$ cat config.mk
export PLATFORM = sky130hd
export DESIGN_NAME = coin_tally
export DESIGN_NICKNAME = d
export VERILOG_FILES = /design/src/rtl/coin_pkg.sv /design/src/rtl/coin_edge.sv /design/src/rtl/coin_tally.sv
export SDC_FILE = /design/constraint.sdc
export NUM_CORES = 1
export LEC_CHECK = 0
export BUFFER_PORTS_ARGS = -buffer_cell sky130_fd_sc_hd__clkbuf_2
export CAP_MARGIN = 10
export CORE_MARGIN = 2
export CORE_UTILIZATION = 47
export CTS_CLUSTER_DIAMETER = 50
export CTS_CLUSTER_SIZE = 40
export DETAILED_ROUTE_END_ITERATION = 6
export GPL_TIMING_DRIVEN = 0
export PLACE_DENSITY = 0.69
export SETUP_SLACK_MARGIN = 0.02
export SLEW_MARGIN = 10
export SYNTH_ARGS = -nofsm -noshare
export SYNTH_HDL_FRONTEND = slang
export SYNTH_SLANG_ARGS = --single-unit
$ cat constraint.sdc
create_clock -name CLOCK_50 -period 2.26 [get_ports CLOCK_50]
set_input_delay 0.113 -clock CLOCK_50 [delete_from_list [all_inputs] [get_ports CLOCK_50]]
set_output_delay 0.113 -clock CLOCK_50 [all_outputs]
set_load 0.02 [all_outputs]
$ cat src/rtl/coin_pkg.sv
// Shared constants and helpers for the coin tally datapath.
// Optional debounce is enabled by defining COIN_TALLY_DEBOUNCE_EN.
package coin_pkg;

    localparam int COUNT_W     = 7;
    localparam int MAX_COUNT   = 127;
    localparam int DISPLAY_MAX = 99;

    localparam int PENNY_C   = 1;
    localparam int NICKEL_C  = 5;
    localparam int DIME_C    = 10;
    localparam int QUARTER_C = 25;

    localparam int NUM_COINS = 4;

    typedef enum logic [2:0] {
        SEL_NONE,
        SEL_PENNY,
        SEL_NICKEL,
        SEL_DIME,
        SEL_QUARTER
    } coin_sel_e;

    // Coin value at the one-bit-wider adder width so overflow past MAX_COUNT is visible.
    function automatic logic [COUNT_W:0] coin_value(input coin_sel_e sel);
        case (sel)
            SEL_QUARTER: return (COUNT_W+1)'(QUARTER_C);
            SEL_DIME:    return (COUNT_W+1)'(DIME_C);
            SEL_NICKEL:  return (COUNT_W+1)'(NICKEL_C);
            SEL_PENNY:   return (COUNT_W+1)'(PENNY_C);
            default:     return '0;
        endcase
    endfunction

endpackage

$ cat src/rtl/coin_edge.sv
// One coin channel: 2-flop synchronizer, optional debounce, rising-edge detector.
// Debounce filter exists only when COIN_TALLY_DEBOUNCE_EN is defined.
module coin_edge
    import coin_pkg::*;
#(
    parameter int DEBOUNCE_CYCLES = 16
) (
    input  logic clk,
    input  logic rst,
    input  logic din,
    output logic rise
);

    if (DEBOUNCE_CYCLES < 1) begin : g_bad_param
        $error("DEBOUNCE_CYCLES must be at least 1");
    end

    logic sync1_q, sync1_d;
    logic sync2_q, sync2_d;
    logic hist_q, hist_d;
    logic clean;

`ifdef COIN_TALLY_DEBOUNCE_EN
    localparam int CNT_W = $clog2(DEBOUNCE_CYCLES + 1);

    logic             db_q, db_d;
    logic [CNT_W-1:0] cnt_q, cnt_d;
`endif

    always_comb begin
        sync1_d = din;
        sync2_d = sync1_q;
`ifdef COIN_TALLY_DEBOUNCE_EN
        db_d  = db_q;
        cnt_d = '0;
        // Count clocks the synchronized level has differed from the accepted one;
        // any return to the accepted level restarts the count.
        if (sync2_q != db_q) begin
            if (cnt_q == CNT_W'(DEBOUNCE_CYCLES - 1)) begin
                db_d = sync2_q;
            end else begin
                cnt_d = cnt_q + 1'b1;
            end
        end
        clean = db_q;
`else
        clean = sync2_q;
`endif
        hist_d = clean;
    end

    assign rise = clean & ~hist_q;

    always_ff @(posedge clk or posedge rst) begin
        if (rst) begin
            sync1_q <= 1'b0;
            sync2_q <= 1'b0;
            hist_q  <= 1'b0;
`ifdef COIN_TALLY_DEBOUNCE_EN
            db_q    <= 1'b0;
            cnt_q   <= '0;
`endif
        end else begin
            sync1_q <= sync1_d;
            sync2_q <= sync2_d;
            hist_q  <= hist_d;
`ifdef COIN_TALLY_DEBOUNCE_EN
            db_q    <= db_d;
            cnt_q   <= cnt_d;
`endif
        end
    end

endmodule

$ cat src/rtl/coin_tally.sv
// Coin tally: per-coin pending bits, priority consume, saturating 7-bit cent total.
// Define COIN_TALLY_DEBOUNCE_EN to add the per-channel debounce filter.
module coin_tally
    import coin_pkg::*;
#(
    parameter int DEBOUNCE_CYCLES = 16
) (
    input  logic               CLOCK_50,
    input  logic               reset,
    input  logic [3:0]         coin_in,
    input  logic               clear,
    output logic [COUNT_W-1:0] SW,
    output logic               gt99,
    output logic               sat,
    output logic               upd
);

    logic [NUM_COINS-1:0] rise;

    for (genvar i = 0; i < NUM_COINS; i++) begin : g_chan
        coin_edge #(
            .DEBOUNCE_CYCLES(DEBOUNCE_CYCLES)
        ) u_edge (
            .clk  (CLOCK_50),
            .rst  (reset),
            .din  (coin_in[i]),
            .rise (rise[i])
        );
    end

    logic [NUM_COINS-1:0] pend_q, pend_d;
    logic [COUNT_W-1:0]   sw_q, sw_d;
    logic                 sat_q, sat_d;
    logic                 gt99_q, gt99_d;
    logic                 upd_q, upd_d;

    coin_sel_e            sel;
    logic [NUM_COINS-1:0] consume;
    logic [COUNT_W:0]     sum;

    always_comb begin
        sel     = SEL_NONE;
        consume = '0;
        if (pend_q[3]) begin
            sel     = SEL_QUARTER;
            consume = 4'b1000;
        end else if (pend_q[2]) begin
            sel     = SEL_DIME;
            consume = 4'b0100;
        end else if (pend_q[1]) begin
            sel     = SEL_NICKEL;
            consume = 4'b0010;
        end else if (pend_q[0]) begin
            sel     = SEL_PENNY;
            consume = 4'b0001;
        end

        sum    = {1'b0, sw_q} + coin_value(sel);
        sw_d   = sw_q;
        sat_d  = sat_q;
        // A fresh edge on a still-pending coin merges into the same bit and is lost.
        pend_d = (pend_q & ~consume) | rise;

        if (sel != SEL_NONE) begin
            if (sw_q == COUNT_W'(MAX_COUNT)) begin
                sat_d = 1'b1;
            end else if (sum > (COUNT_W+1)'(MAX_COUNT)) begin
                sw_d  = COUNT_W'(MAX_COUNT);
                sat_d = 1'b1;
            end else begin
                sw_d = sum[COUNT_W-1:0];
            end
        end

        if (clear) begin
            sw_d   = '0;
            sat_d  = 1'b0;
            pend_d = '0;
        end

        gt99_d = (sw_d > COUNT_W'(DISPLAY_MAX));
        upd_d  = (sw_d != sw_q);
    end

    always_ff @(posedge CLOCK_50 or posedge reset) begin
        if (reset) begin
            pend_q <= '0;
            sw_q   <= '0;
            sat_q  <= 1'b0;
            gt99_q <= 1'b0;
            upd_q  <= 1'b0;
        end else begin
            pend_q <= pend_d;
            sw_q   <= sw_d;
            sat_q  <= sat_d;
            gt99_q <= gt99_d;
            upd_q  <= upd_d;
        end
    end

    assign SW   = sw_q;
    assign gt99 = gt99_q;
    assign sat  = sat_q;
    assign upd  = upd_q;

endmodule

=== Word level (Yosys, flattened, before mapping) ===
Index checks and enable logic that the tools add are counted.

* Add/subtract/negate cells: 1
* $mul: 0
* Div/mod/pow operators: 0
* $lt $le $gt $ge: 2
* Eq/ne operators: 6
* Shift operators: 0
* Mux-type cells: 18
* Bitwise gates (word level): 11
* Reduce and logical (&&, ||, !) cells: 4

{| class="wikitable"
|+ Operators with widths
! kind !! count
|-
| $mux 7 || 4
|-
| $pmux 5 s4 || 1
|-
| $add 7x8->8 || 1
|-
| $gt 8x7->1 const B || 1
|-
| $mux 4 || 2
|-
| $eq 7x7->1 const B || 1
|-
| $gt 7x7->1 const B || 1
|-
| $ne 7x7->1 || 1
|-
| $eq 3x2->1 const B || 2
|-
| $mux 1 || 6
|-
| $mux 2 || 3
|-
| $mux 3 || 2
|-
| $reduce_bool 3->1 || 2
|-
| $and 1x1->1 || 4
|-
| $and 4x4->4 || 1
|-
| $not 1->1 || 4
|-
| $not 4->4 || 1
|-
| $or 4x4->4 || 1
|-
| $eq 3x1->1 const B || 1
|-
| $eq 3x3->1 const B || 1
|-
| $reduce_and 2->1 || 1
|-
| $reduce_bool 2->1 || 1
|}

* Register bits: 26
* Latch bits: 0
* RAM bits: 0
* Bits in read-only memories: 0
* Bits of input ports: 7
* Memories: 0

=== Longest topological paths before layout ===
* Depth in word-level cells: 13
* Mapped depth: 10
* Mapped depth without buffers: 10

=== Hierarchy ===
Synthesis repeated with hierarchy kept, for this count alone.

* Cells, all modules: 125
* Area total of the unflattened synthesis: 1,335.0 um^2

{| class="wikitable"
|+ Modules (own cells, without submodules)
! module !! times used !! cells each !! area an instance (um^2)
|-
| coin_tally || 1 || 105 || 964.7
|-
| coin_edge || 4 || 5 || 92.6
|}

=== Worst setup path after synthesis ===
No wires, ideal clock.

* Kind: register -> register
* From: register pend_q[1]
* To: register gt99_q, in the netlist gt99
* Library setup time: 0.080 ns
* Arrival time: 2.296 ns
* Data required time: 2.180 ns
* Setup slack: -0.116 ns
* Cell stages (with the launch flop): 11
* Period minus slack after synthesis: 2.376 ns
* Cell sequence: dfrtp_1 > nor2_1 > o21bai_1 > ha_1 > fa_1 > nand3_1 > a21boi_1 > or2_2 > and4_4 > a211oi_2 > nor3b_2

* Cells in the longest elaborated chain, start to end: 12

{| class="wikitable"
|+ RTL lines
! element !! RTL line !! text
|-
| from (decl) || coin_tally.sv:31 || <nowiki>logic [NUM_COINS-1:0] pend_q, pend_d;</nowiki>
|-
| from (signal assigned) || coin_tally.sv:93 || <nowiki>pend_q <= pend_d;</nowiki>
|-
| $mux 2 (*) || coin_tally.sv:50 || <nowiki>end else if (pend_q[1]) begin</nowiki>
|-
| $mux 2 (*) || coin_tally.sv:47 || <nowiki>end else if (pend_q[2]) begin</nowiki>
|-
| $mux 3 (*) || coin_tally.sv:44 || <nowiki>if (pend_q[3]) begin</nowiki>
|-
| $eq 3x1->1, or another cell as far along || coin_pkg.sv:26 || <nowiki>case (sel)</nowiki>
|-
| $pmux 5 s4 || coin_pkg.sv:26 ||
|-
| $add 7x8->8 || coin_tally.sv:58 || <nowiki>sum = {1'b0, sw_q} + coin_value(sel);</nowiki>
|-
| $gt 8x7->1 || coin_tally.sv:67 || <nowiki>end else if (sum > (COUNT_W+1)'(MAX_COUNT)) begin</nowiki>
|-
| $mux 7 || coin_tally.sv:67 ||
|-
| $mux 7 || coin_tally.sv:65 || <nowiki>if (sw_q == COUNT_W'(MAX_COUNT)) begin</nowiki>
|-
| $mux 7 (*) || coin_tally.sv:64 || <nowiki>if (sel != SEL_NONE) begin</nowiki>
|-
| $mux 7 (*) || coin_tally.sv:75 || <nowiki>if (clear) begin</nowiki>
|-
| via sw_d[6] || coin_tally.sv:32 || <nowiki>logic [COUNT_W-1:0] sw_q, sw_d;</nowiki>
|-
| $gt 7x7->1 (*) || coin_tally.sv:81 || <nowiki>gt99_d = (sw_d > COUNT_W'(DISPLAY_MAX));</nowiki>
|-
| via gt99_d || coin_tally.sv:34 || <nowiki>logic gt99_q, gt99_d;</nowiki>
|-
| to (signal assigned) || coin_tally.sv:96 || <nowiki>gt99_q <= gt99_d;</nowiki>
|-
| to (decl) || coin_tally.sv:34 ||
|}

The timed path passes the listed nets; every way through them passes the cells marked *.
A chain may end at the register's enable or synchronous reset.

=== Worst setup path after layout ===
* From: register pend_q[3]
* To: register upd_q, in the netlist upd

* Cells in the longest elaborated chain, start to end: 10

{| class="wikitable"
|+ RTL lines
! element !! RTL line !! text
|-
| $mux 3 (*) || coin_tally.sv:44 ||
|-
| $eq 3x1->1, or another cell as far along || coin_pkg.sv:26 ||
|-
| $pmux 5 s4 || coin_pkg.sv:26 ||
|-
| $add 7x8->8 || coin_tally.sv:58 ||
|-
| $gt 8x7->1 || coin_tally.sv:67 ||
|-
| $mux 7 || coin_tally.sv:67 ||
|-
| $mux 7 || coin_tally.sv:65 ||
|-
| $mux 7 (*) || coin_tally.sv:64 ||
|-
| $mux 7 (*) || coin_tally.sv:75 ||
|-
| $ne 7x7->1 (*) || coin_tally.sv:82 || <nowiki>upd_d = (sw_d != sw_q);</nowiki>
|-
| via upd_d || coin_tally.sv:35 || <nowiki>logic upd_q, upd_d;</nowiki>
|-
| to (signal assigned) || coin_tally.sv:97 || <nowiki>upd_q <= upd_d;</nowiki>
|-
| to (decl) || coin_tally.sv:35 ||
|}

Marked as above.

==> reports/metrics.cfg <==
[detailed_routing]
ant_nets = 0
drt_iter0_markers = 52
via_per_inst = 5.92
dr.pass1.iters = 4
vias = 1196
drc_errors = 0
wl_per_cell_um = 15.9
routed_wl_mm = 3.22

[power_and_ir_drop]
p_seq_share_pct = 46.0
leakage_nw = 0.788
p_sw_share_pct = 29.4
p_comb_share_pct = 27.4
p_int_uw = 820
power_mw = 1.16
p_per_area_mw_per_mm2 = 654
switchingPower_uw = 342
peakVddDrop_mv = 0.678
clockPowerShare_pct = 26.5

[sta]
fin_skew_ps = 6.33
setup_viol = 2
rsz0062_at_grt = true
finalHoldViolCount = 0
fin_crit_sh_pct = 107
worstMarginPinSlew_ps = 925
finalCriticalPeriod_ps = 2430
max_slew_margin_pct = 38.2
finalSetupTns_ps = -301
fmax_mhz = 412
slew_violations = 0
hold_ws_ps = 156
final.setup.worst_slack_ps = -167

[place]
place_ws_ps = -255
io_buffer_count = 16
dp_hpwl_mm = 2.35
place.gp.congestion = 0.893

[die]
rows = 19
core-area_mm2 = 0.00278
dieArea_mm2 = 0.00342
die_w_um = 58.5
start_util_pct = 50.2
fp.dieH_um = 58.5
io_pins = 17

[layout]
fin_nets = 185
layout-drive-gt1-share_pct = 33.3
regArea_um2 = 651
syn_to_final_growth_pct = 27.2
antenna_cells = 0
multiInputGateArea_um2 = 785
fillers = 226

[global_route]
grt-busiest-layer = met2
overflow = 0
met2_usage_pct = 34.7
grt_usage_pct = 21.2
antenna_found_initial = 0
grt_max_degree = 27
grt_pass1_vias = 1220
grtUsageMet1_pct = 28.5
grt_first_pass_wirelength_mm = 5.49
met3_usage_pct = 3.30

[min_path]
hp-start = clear
hp-class = input port to flop

[worst_setup_path]
reg2reg_setup_slack_ps = -170
cp.required_ps = 2450
r2r-start = pend_q[3]
cp-start-kind = flop
worst_setup_path_end_kind = flop
cp.arrival_ps = 2610
path_class = flop to flop
critical_path_peak_fanout = 6
critPathLaunch = pend_q[3]

[synthesis]
synthFlopType = dfrtp_1
ys_warn_count = 0
synth_seq_area_share_pct = 46.6
yosysUniqueCellTypes = 48
synth_cells = 137
synth_edf_count = 0
synth_area_leader_cell = dfrtp_1
avgSynthCellArea_um2 = 10.2
synth_top_area_share_pct = 46.6
synthTopCellsByArea = dfrtp_1, ha_1, nor2_1, a21oi_1, o21ai_0
synth.net_count = 150
ys_ff_latch = 26
async_flop_share_pct = 100
syn-cell-area_mm2 = 0.00140

[flow_run]
drv_cap = 0

[outcome]
violations = setup timing
status = finished, violations left

[clock_tree]
htree_num_levels = 1
clk_latency_ps = 310
clock_sinks = 26
clockRootBuffer = clkbuf_4
cts_max_path_buffers = 2
clkTransAtPathRegs_ps = 130
cts_buffers = 3
cts_tree = built

flip-flops by register name, summed over array words and instances, names as in the netlist:
signal and cells:
sat 1, gt99 1, g_chan.u_edge.sync1_q 4, SW 7
g_chan.u_edge.hist_q 4, g_chan.u_edge.clean 4, upd 1, pend_q 4
critical path: stages, from the launching register on:
cell and delay, ps:
dfrtp_1 440, or2_1 140, buf_6 120, nor2_4 40, ha_4 170, buf_4 140
a211oi_4 330, or3_4 220, o211ai_1 130, a22o_1 220, nor4b_2 240, o21ai_1 100
through the flow:
step / instances / cell area, um2 / utilization [%]
after floorplan: 137 / 1450 / -
final: 202 / 1780 / 63.9
after CTS: 202 / 1760 / 63.4
after global routing: 202 / 1780 / 63.9
after global placement: 184 / 1560 / 56.2
after detailed placement: 184 / 1560 / 56.2
final cells by class:
type,instances,area share (%)
Buffer,3,1.48
Clock buffer,3,1.27
Clock inverter,1,1.69
Inverter,6,1.27
Multi-Input combinational cell,102,44.2
Sequential cell,26,36.6
Tap cell,31,2.18
Timing Repair Buffer,30,11.3
power by group through the flow:
stage               Sequential (mW)  Clock [mW]  Combinational, mW
floorplan                     0.555           0              0.198
global placement              0.542           0              0.282
detailed placement            0.544           0              0.286
CTS                           0.535       0.316              0.313
global route                  0.541       0.340              0.345
finish                        0.535       0.308              0.319
path summary, 6_finish.rpt:
check                                            to  depth (start not counted)
setup / recovery                                upd                         11
setup reg to reg                                upd                         11
min in group asynchronous  g_chan[3].u_edge.sync1_q                          3
max in group asynchronous                     SW[6]                          3
hold / removal                                  sat                          3
hold reg to reg              g_chan[1].u_edge.clean                          0
cells in the final DEF, fill, tap and decap left out, drive strengths merged, types with 2 or more instances in the layout:
cell type and n:
a22o 2, o31ai 2, dfrtp 26, o211ai 2
a41oi 2, clkbuf 20, a211oi 2, nor3b 2
nor3 6, a31oi 6, a21oi 9, o21ai 10
nor2 11, o21bai 2, ha 5, nand2 7
inv 6, o22ai 2, nand3 3, or3 2
or2 4, nand2b 5, dlygate4sd3 5, buf 11
repair_timing:
item                                   in CTS  in global routing
endpoints found under the hold margin      30                  0
setup endpoints to repair                   4                  5
gates resized for setup                     7                  4
setup buffers                               9                  0
hold buffers                                5                  0
pin swaps                                  10                  2
kinds of logic (layout without fill, tap and decap cells):
| logic type | after synthesis | count (layout) | synth area share (%) |
|---|---|---|---|
| AO/OA/AOI/OAI | 45 | 45 | 22.4 |
| XOR/XNOR | 1 | 1 | 0.627 |
| adder cells (fa/ha/maj) | 6 | 6 | 5.91 |
| buffers and inverters | 9 | 43 | 3.49 |
| flip-flops | 26 | 26 | 46.6 |
| multiplexers | 1 | 1 | 0.717 |
| AND/OR/NAND/NOR | 49 | 49 | 20.3 |
synthesized netlist by cell type (all sizes together) (2+ instances only):
cell and count:
or3 2, a31oi 6, a211oi 2, o21bai 2, o211ai 2, nand2 7
dfrtp 26, nor3 6, nor3b 2, a21oi 9, o21ai 10, nor2 11
buf 2, nand2b 5, a41oi 2, inv 6, o31ai 2, nand3 3
o22ai 2, or2 4, ha 5, a22o 2
routing by layer:
metal / vias up / share of wire [%]
met5: - / 0
met4: 0 / 1.6
met3: 6 / 6.1
met2: 42 / 46
met1: 570 / 46
li1: 578 / -
Note: power is estimated with default switching activity, not from simulation.
